### src/rtl/sbox_ti_sched.sv
// Round-robin front end that shares one 3-share TI AES S-box pipeline among NREQ requesters.
// Optional macro SBOX_TI_SCHED_LFSR_EN: internal 16-bit LFSR replaces the external rnd input.
module sbox_ti_sched #(
  parameter int NREQ = 4,
  parameter int LAT  = 3,
  parameter int IDW  = $clog2(NREQ)
) (
  input  logic                 clk,
  input  logic                 rst,
  input  logic [NREQ-1:0]      req,
  input  logic [24*NREQ-1:0]   req_shares,
  output logic [NREQ-1:0]      gnt,
  input  logic [15:0]          rnd,
  output logic [7:0]           sb_in1,
  output logic [7:0]           sb_in2,
  output logic [7:0]           sb_in3,
  output logic [7:0]           sb_r0,
  output logic [7:0]           sb_r1,
  input  logic [7:0]           sb_out1,
  input  logic [7:0]           sb_out2,
  input  logic [7:0]           sb_out3,
  output logic                 rsp_valid,
  output logic [IDW-1:0]       rsp_id,
  output logic [23:0]          rsp_shares,
  output logic                 busy
);

  logic [IDW-1:0] ptr_q, ptr_d;
  logic [IDW-1:0] grant_id, scan_idx;
  logic           grant_any;
  logic [23:0]    grant_shares;
  logic [23:0]    sb_in_q, sb_in_d;
  logic [15:0]    sb_r_q, sb_r_d;
  logic [15:0]    rnd_src;
  logic [LAT:0]   tag_v_q, tag_v_d;
  logic [IDW-1:0] tag_id_q [LAT+1];
  logic [IDW-1:0] tag_id_d [LAT+1];

`ifdef SBOX_TI_SCHED_LFSR_EN
  logic [15:0] lfsr_q, lfsr_d;
  logic        unused_rnd;
  assign unused_rnd = ^rnd;
  assign rnd_src    = lfsr_q;

  // Fibonacci x^16+x^14+x^13+x^11+1, shifting right; advances only on issue.
  always_comb begin
    lfsr_d = lfsr_q;
    if (grant_any) lfsr_d = {lfsr_q[0] ^ lfsr_q[2] ^ lfsr_q[3] ^ lfsr_q[5], lfsr_q[15:1]};
  end

  always_ff @(posedge clk) begin
    if (rst) lfsr_q <= 16'hACE1;
    else     lfsr_q <= lfsr_d;
  end
`else
  assign rnd_src = rnd;
`endif

  // NOTE: combinational blocks use blocking '=' with every output defaulted first,
  // so the loop's last write wins and no latch is inferred.
  always_comb begin
    gnt       = '0;
    grant_any = 1'b0;
    grant_id  = '0;
    scan_idx  = '0;
    for (int k = 0; k < NREQ; k++) begin
      scan_idx = IDW'((int'(ptr_q) + k) % NREQ);
      if (!rst && !grant_any && req[scan_idx]) begin
        grant_any     = 1'b1;
        grant_id      = scan_idx;
        gnt[scan_idx] = 1'b1;
      end
    end
    grant_shares = req_shares[24*grant_id +: 24];
    ptr_d        = grant_any ? IDW'((int'(grant_id) + 1) % NREQ) : ptr_q;
  end

  // Idle cycles drive zero shares so the S-box never re-evaluates stale data.
  always_comb begin
    sb_in_d     = grant_any ? grant_shares : 24'd0;
    sb_r_d      = grant_any ? rnd_src : sb_r_q;
    tag_v_d     = {tag_v_q[LAT-1:0], grant_any};
    tag_id_d[0] = grant_id;
    for (int s = 1; s <= LAT; s++) tag_id_d[s] = tag_id_q[s-1];
  end

  // NOTE: the tag ids are reset along with the valids so rsp_id reads 0 after
  // reset; sequential state is updated with non-blocking '<=' only.
  always_ff @(posedge clk) begin
    if (rst) begin
      ptr_q   <= '0;
      sb_in_q <= '0;
      sb_r_q  <= '0;
      tag_v_q <= '0;
      for (int s = 0; s <= LAT; s++) tag_id_q[s] <= '0;
    end else begin
      ptr_q   <= ptr_d;
      sb_in_q <= sb_in_d;
      sb_r_q  <= sb_r_d;
      tag_v_q <= tag_v_d;
      for (int s = 0; s <= LAT; s++) tag_id_q[s] <= tag_id_d[s];
    end
  end

  assign sb_in1     = sb_in_q[23:16];
  assign sb_in2     = sb_in_q[15:8];
  assign sb_in3     = sb_in_q[7:0];
  assign sb_r0      = sb_r_q[15:8];
  assign sb_r1      = sb_r_q[7:0];
  assign rsp_valid  = tag_v_q[LAT];
  assign rsp_id     = tag_id_q[LAT];
  assign rsp_shares = rsp_valid ? {sb_out1, sb_out2, sb_out3} : 24'd0;
  assign busy       = (|req) | (|tag_v_q);

endmodule

### config.mk
export PLATFORM = sky130hd
export DESIGN_NAME = sbox_ti_sched
export DESIGN_NICKNAME = d
export VERILOG_FILES = /design/src/rtl/sbox_ti_sched.sv
export SDC_FILE = /design/constraint.sdc
export NUM_CORES = 1
export LEC_CHECK = 0
export ABC_CLOCK_PERIOD_IN_PS = 2970
export BUFFER_PORTS_ARGS = -buffer_cell sky130_fd_sc_hd__buf_4
export CORE_ASPECT_RATIO = 1.2
export CORE_MARGIN = 3
export CORE_UTILIZATION = 41
export DETAILED_ROUTE_END_ITERATION = 10
export GPL_ROUTABILITY_DRIVEN = 0
export PLACE_DENSITY = 0.81
export SYNTH_ARGS = -nofsm -noshare
export SYNTH_HDL_FRONTEND = slang
export SYNTH_SLANG_ARGS = --single-unit
export TNS_END_PERCENT = 20
### constraint.sdc
create_clock -name clk -period 2.97 [get_ports clk]
set_input_delay 0.1485 -clock clk [delete_from_list [all_inputs] [get_ports clk]]
set_output_delay 0.1485 -clock clk [all_outputs]
set_load 0.02 [all_outputs]
Yosys cells after proc, flatten, opt, wreduce, memory -nomap -nowiden
Memories as Yosys holds them, arrays and structs flattened.
Cells that the tools add are included.
{"block": "totals", "elab_cells": 82, "regBits": 46, "out_inout_bits": 72, "mem_count": 1, "ramBits": 8, "in_bits": 142}
{"block": "classes", "shift": 1, "n_reduce_logical": 18, "mul": 1, "mux": 36, "add_sub_neg": 4, "bitwise": 9, "n_lt_le_gt_ge": 8}
{"memory": "tag_id_q", "words": 4, "word_bits": 2, "read_ports": 4, "rd_clocked_by_memory_dff": 0, "write_ports": 4, "line_no": "36", "source": "logic [IDW-1:0] tag_id_q [LAT+1];"}
{"operator": "$shiftx 96x8->24", "count": 1}
{"operator": "$mux 24", "count": 1}
{"operator": "$mux 2", "count": 8}
{"operator": "$mux 4", "count": 4}
{"operator": "$mux 1", "count": 15}
{"operator": "$lt 2x3->1 const B", "count": 4}
{"operator": "$or 4x4->4", "count": 3}
{"operator": "$logic_and 1x1->1", "count": 11}
{"operator": "$bmux 1 s2", "count": 4}
{"operator": "$demux 1 s2", "count": 4}
{"operator": "$ge 2x1->1 const B", "count": 4}
{"operator": "$reduce_or 4->1", "count": 2}
{"operator": "$or 1x1->1", "count": 5}
{"operator": "$add 2x1->2 const B", "count": 2}
{"operator": "$add 2x2->2 const B", "count": 2}
{"operator": "$logic_not 1->1", "count": 4}
{"operator": "$mul 2x2->4 const A", "count": 1}
{"operator": "$reduce_or 2->1", "count": 1}
{"operator": "$not 1->1", "count": 1}

Depth between registers and ports, before layout
{"block": "depth", "depth_word": 18, "ltp_mapped": 12, "ltp_nobuf": 8}

Worst setup path before layout
OpenSTA, ideal clock, no wires.
{"block": "synth_timing", "kind": "register -> register", "start": "register ptr_q[0]", "end": "register sb_in_q[12]", "synth_period_minus_slack_ns": 2.568, "required_ns": 2.845, "stages_incl_launch_ff": 13, "slack_ns": 0.402, "arrival_ns": 2.443, "setup_time_ns": 0.125, "path_buffers": 4, "path_cell_list": "dfxtp_1 buf_6 buf_6 inv_1 ha_1 or2_2 o22ai_1 a31oi_1 a31oi_1 buf_2 buf_4 mux2i_1 o22ai_2"}
{"block": "synth_via", "elab_chain_cells": 18, "word_cells_on_any_way": 33, "cone_classes": "add/sub: 3; mul: 1; shift: 1; mux: 16; bitwise: 1; reduce/logical: 11"}
{"item": "from (decl)", "line_no": "28", "source": "logic [IDW-1:0] ptr_q, ptr_d;"}
{"item": "from (signal assigned)", "line_no": "97", "source": "ptr_q <= ptr_d;"}
{"item": "$bmux 1 s2", "line_no": "68", "source": "if (!rst && !grant_any && req[scan_idx]) begin"}
{"item": "$mux 1 (not written as such)", "line_no": "68"}
{"item": "$logic_and 1x1->1", "line_no": "68"}
{"item": "$mux 1", "line_no": "68"}
{"item": "$logic_not 1->1", "line_no": "68"}
{"item": "$logic_and 1x1->1 (2 in a row)", "line_no": "68"}
{"item": "$mux 1", "line_no": "68"}
{"item": "$logic_not 1->1", "line_no": "68"}
{"item": "$logic_and 1x1->1 (2 in a row)", "line_no": "68"}
{"item": "$mux 1", "line_no": "68"}
{"item": "$logic_not 1->1", "line_no": "68"}
{"item": "$logic_and 1x1->1 (2 in a row)", "line_no": "68"}
{"item": "$mux 2 / $mux 1 (equally long branches)", "line_no": "68"}
{"item": "$mul 2x2->4 / $not 1->1 (equally long branches)"}
{"item": "$shiftx 96x8->24 / $reduce_or 2->1 (equally long branches)"}
{"item": "to (signal assigned)", "line_no": "98", "source": "sb_in_q <= sb_in_d;"}
{"item": "to (decl)", "line_no": "32", "source": "logic [23:0] sb_in_q, sb_in_d;"}
Parallel ways exist; a longest one is shown, timed or not. The select of a mux whose other input is x is not followed.
A chain may end at the register's enable or synchronous reset.

Worst setup path in the final report
{"block": "layout_timing", "start": "register ptr_q[0]", "end": "register sb_in_q[13]"}
Same word-level chain as after synthesis.

==> flow_metrics.tcl <==
set metrics [dict create \
    synth_top_flop_cell "dfxtp_1" \
    fmax_mhz 361 \
    synth_area_leaders "dfxtp_1 (37%), mux2i_1 (18%), and2_1 (5.2%)" \
    cp.arrival_ps 2950 \
    ant_nets 0 \
    rsz0062_at_grt "false" \
    syn_to_final_growth_pct 58.6 \
    core_area_um2 6650 \
    power_density_nw_per_um2 684 \
    vias 3050 \
    drt_pass1_iterations 4 \
    initial_core_util 0.436 \
    wl_um 9750 \
    io-pin-count 214 \
    drtIter0Drc 198 \
    p_clk_frac 0.129 \
    dp_hpwl_um 7620 \
    final_cell_mix "buf_4 (216), dfxtp_1 (54), mux2i_1 (53)" \
    worst-r2r-cell-count 9 \
    cp.required_ps 3140 \
    synthCells 301 \
    path_class "register to register" \
    synth_edf_count 0 \
    critPathMaxFanout 51 \
    async_reset_ff_frac 0 \
    maxCapViolations 0 \
    cp-endpoint "sb_in_q[13]$_SDFF_PP0_" \
    numCtsBuffers 5 \
    overflow 0 \
    worst_setup_path_end_kind "register" \
    seq_area_frac_synth 0.373 \
    tightest_slew_ps 881 \
    ys_warn_count 0 \
    cts.sinks 54 \
    power_frac_seq 0.317 \
    cp-start-kind "register" \
    ir_worst_vdd_mv 0.398 \
    r2r-end "sb_in_q[13]$_SDFF_PP0_" \
    grt_antenna_before_repair 0 \
    setup_viol 0 \
    die_h_um 98.1 \
    grt_max_degree 52 \
    hold_viol 0 \
    syn_nets 447 \
    worstSetupStartpoint "ptr_q[0]$_SDFFE_PP0P_" \
    cts_tree "built" \
    cts_buffer_depth 2 \
    crit_chain "inv_1 > ha_1 > or2_2 > o22ai_1 > a31oi_1 > a31oi_4 > buf_12 > mux2i_1 > o22ai_2" \
    power.leakage_nw 2.19 \
    fill_cells 553 \
    synth_top_area_frac 0.373 \
    critPathMaxStageDelay_ps 390 \
    slew_headroom 0.413 \
    drc 0 \
    p_comb_frac 0.554 \
    post-place-ws_ps 39.1 \
    slowest_stage "ha_1" \
    port_buffers 213 \
    mostFrequentLayoutCell "buf_4" \
    grt_pass1_vias 3067 \
    post-cts-setup-buffer-count 0 \
    totalPowerFinal_w 0.00314 \
    p_int_w 0.00188 \
    final.setup.tns_ps 0 \
    setup_ws_ps 198 \
    grt_pass1_wl_um 14300 \
    layout-drive-gt1-share 0.490 \
    die-area_um2 8110 \
    clock_latency_ps 310 \
    min_period_over_period 0.933 \
    vias_per_cell 5.21 \
    slew_violations 0 \
    ctsHoldBuffers 0 \
    syn-cell-area_um2 2900 \
    grt_usage 0.227 \
    wire_per_inst_um 16.7 \
    cts_resized 0 \
    path_clk_slew_ps 100 \
    n_antenna_cell 0 \
    clock-root-buffer "clkbuf_8" \
    fp.dieW_um 82.7 \
    hold_class "primary input to register" \
    skew_ps 10.9 \
    synth_cell_types 46 \
    p_sw_frac 0.403 \
    avgSynthCellArea_um2 9.62 \
    reg2reg_from "ptr_q[0]$_SDFFE_PP0P_" \
    rows 32 \
    r2r_slack_ps 200 \
    synth_seq_cells 54 \
    status "finished clean" \
    synth_top_cell_by_area "dfxtp_1" \
    final_nets 646 \
    power_switching_w 0.00127 \
    htreeDepth 2 \
    min_period_ps 2770 \
]
sequential cells by signal, indices dropped and copies added (netlist names):
register  count
ptr_q         2
sb_in_q      24
sb_r_q       16
tag_id_q      8
tag_v_q       4
worst max-delay path: cells and delay by family (launching register included):
family | cells | cell delay [ps]
buffers and inverters | 2 | 410
multiplexers | 1 | 330
adder cells (fa/ha/maj) | 1 | 390
AND/OR/NAND/NOR | 1 | 310
flip-flops | 1 | 340
AO/OA/AOI/OAI | 4 | 830
worst min-delay path by stage:
| stage | startpoint | to | slack, ps | cells past startpoint |
|---|---|---|---|---|
| after floorplan | rnd[0] | sb_r_q[0]$_SDFFE_PP0P_ | 290 | 2 |
| after global placement | rnd[6] | sb_r_q[6]$_SDFFE_PP0P_ | 410 | 3 |
| after detailed placement | rnd[10] | sb_r_q[10]$_SDFFE_PP0P_ | 410 | 3 |
| after CTS | rnd[0] | sb_r_q[0]$_SDFFE_PP0P_ | 80 | 3 |
| after global routing | rnd[5] | sb_r_q[5]$_SDFFE_PP0P_ | 80 | 3 |
| final | rnd[1] | sb_r_q[1]$_SDFFE_PP0P_ | 90 | 3 |
cell families (layout without fill, tap and decap cells):
group,after synthesis,after routing,share of synthesized area
XOR/XNOR,1,1,0.00303
multiplexers,56,56,0.200
flip-flops,54,54,0.373
AND/OR/NAND/NOR,90,90,0.164
adder cells (fa/ha/maj),4,4,0.0173
AO/OA/AOI/OAI,65,66,0.178
buffers and inverters,31,229,0.0648
Yosys cell counts, drive strengths merged (3+ instances only):
library cell   n
dfxtp         54
a22oi          3
or3            3
mux2i         54
a221o          3
ha             4
nand2         37
o221ai         3
clkbuf         8
o22ai         26
a21oi         17
nand2b         3
inv            5
a32o           3
nor2b         11
buf           18
and2          24
area by class of cell:
type	instances	area (µm²)	area share
multi-input cells	217	1660	0.362
clock buffers	5	68.8	0.0150
repair buffers	217	1640	0.358
well taps	85	106	0.0232
clock inverters	2	13.8	0.00300
flip-flops and latches	54	1080	0.235
inverters	5	18.8	0.00409
power groups by stage:
stage / combinational, W / sequential, W / clock, W
final: 0.00174 / 0.000997 / 0.000405
after global routing: 0.00185 / 0.00102 / 0.000449
after CTS: 0.00171 / 0.000999 / 0.000412
after detailed placement: 0.00171 / 0.00101 / 0
after global placement: 0.00167 / 0.00102 / 0
after floorplan: 0.000904 / 0.00122 / 0
through the flow:
step	instance area [µm²]	instances	hold slack (ps)	utilization
floorplan	2900	301	289	-
global placement	4500	577	406	0.676
detailed placement	4500	577	410	0.676
CTS	4580	584	78.1	0.689
global route	4590	585	76.4	0.691
finish	4590	585	85.2	0.691
routing by layer:
layer	GRT usage	up-vias	wire [µm]
li1	-	1476	-
met1	0.224	1361	3150
met2	0.430	188	5130
met3	0.0646	25	1170
met4	0.0843	0	295
met5	0	-	0
No activity file was read; power rests on OpenSTA's default activity.
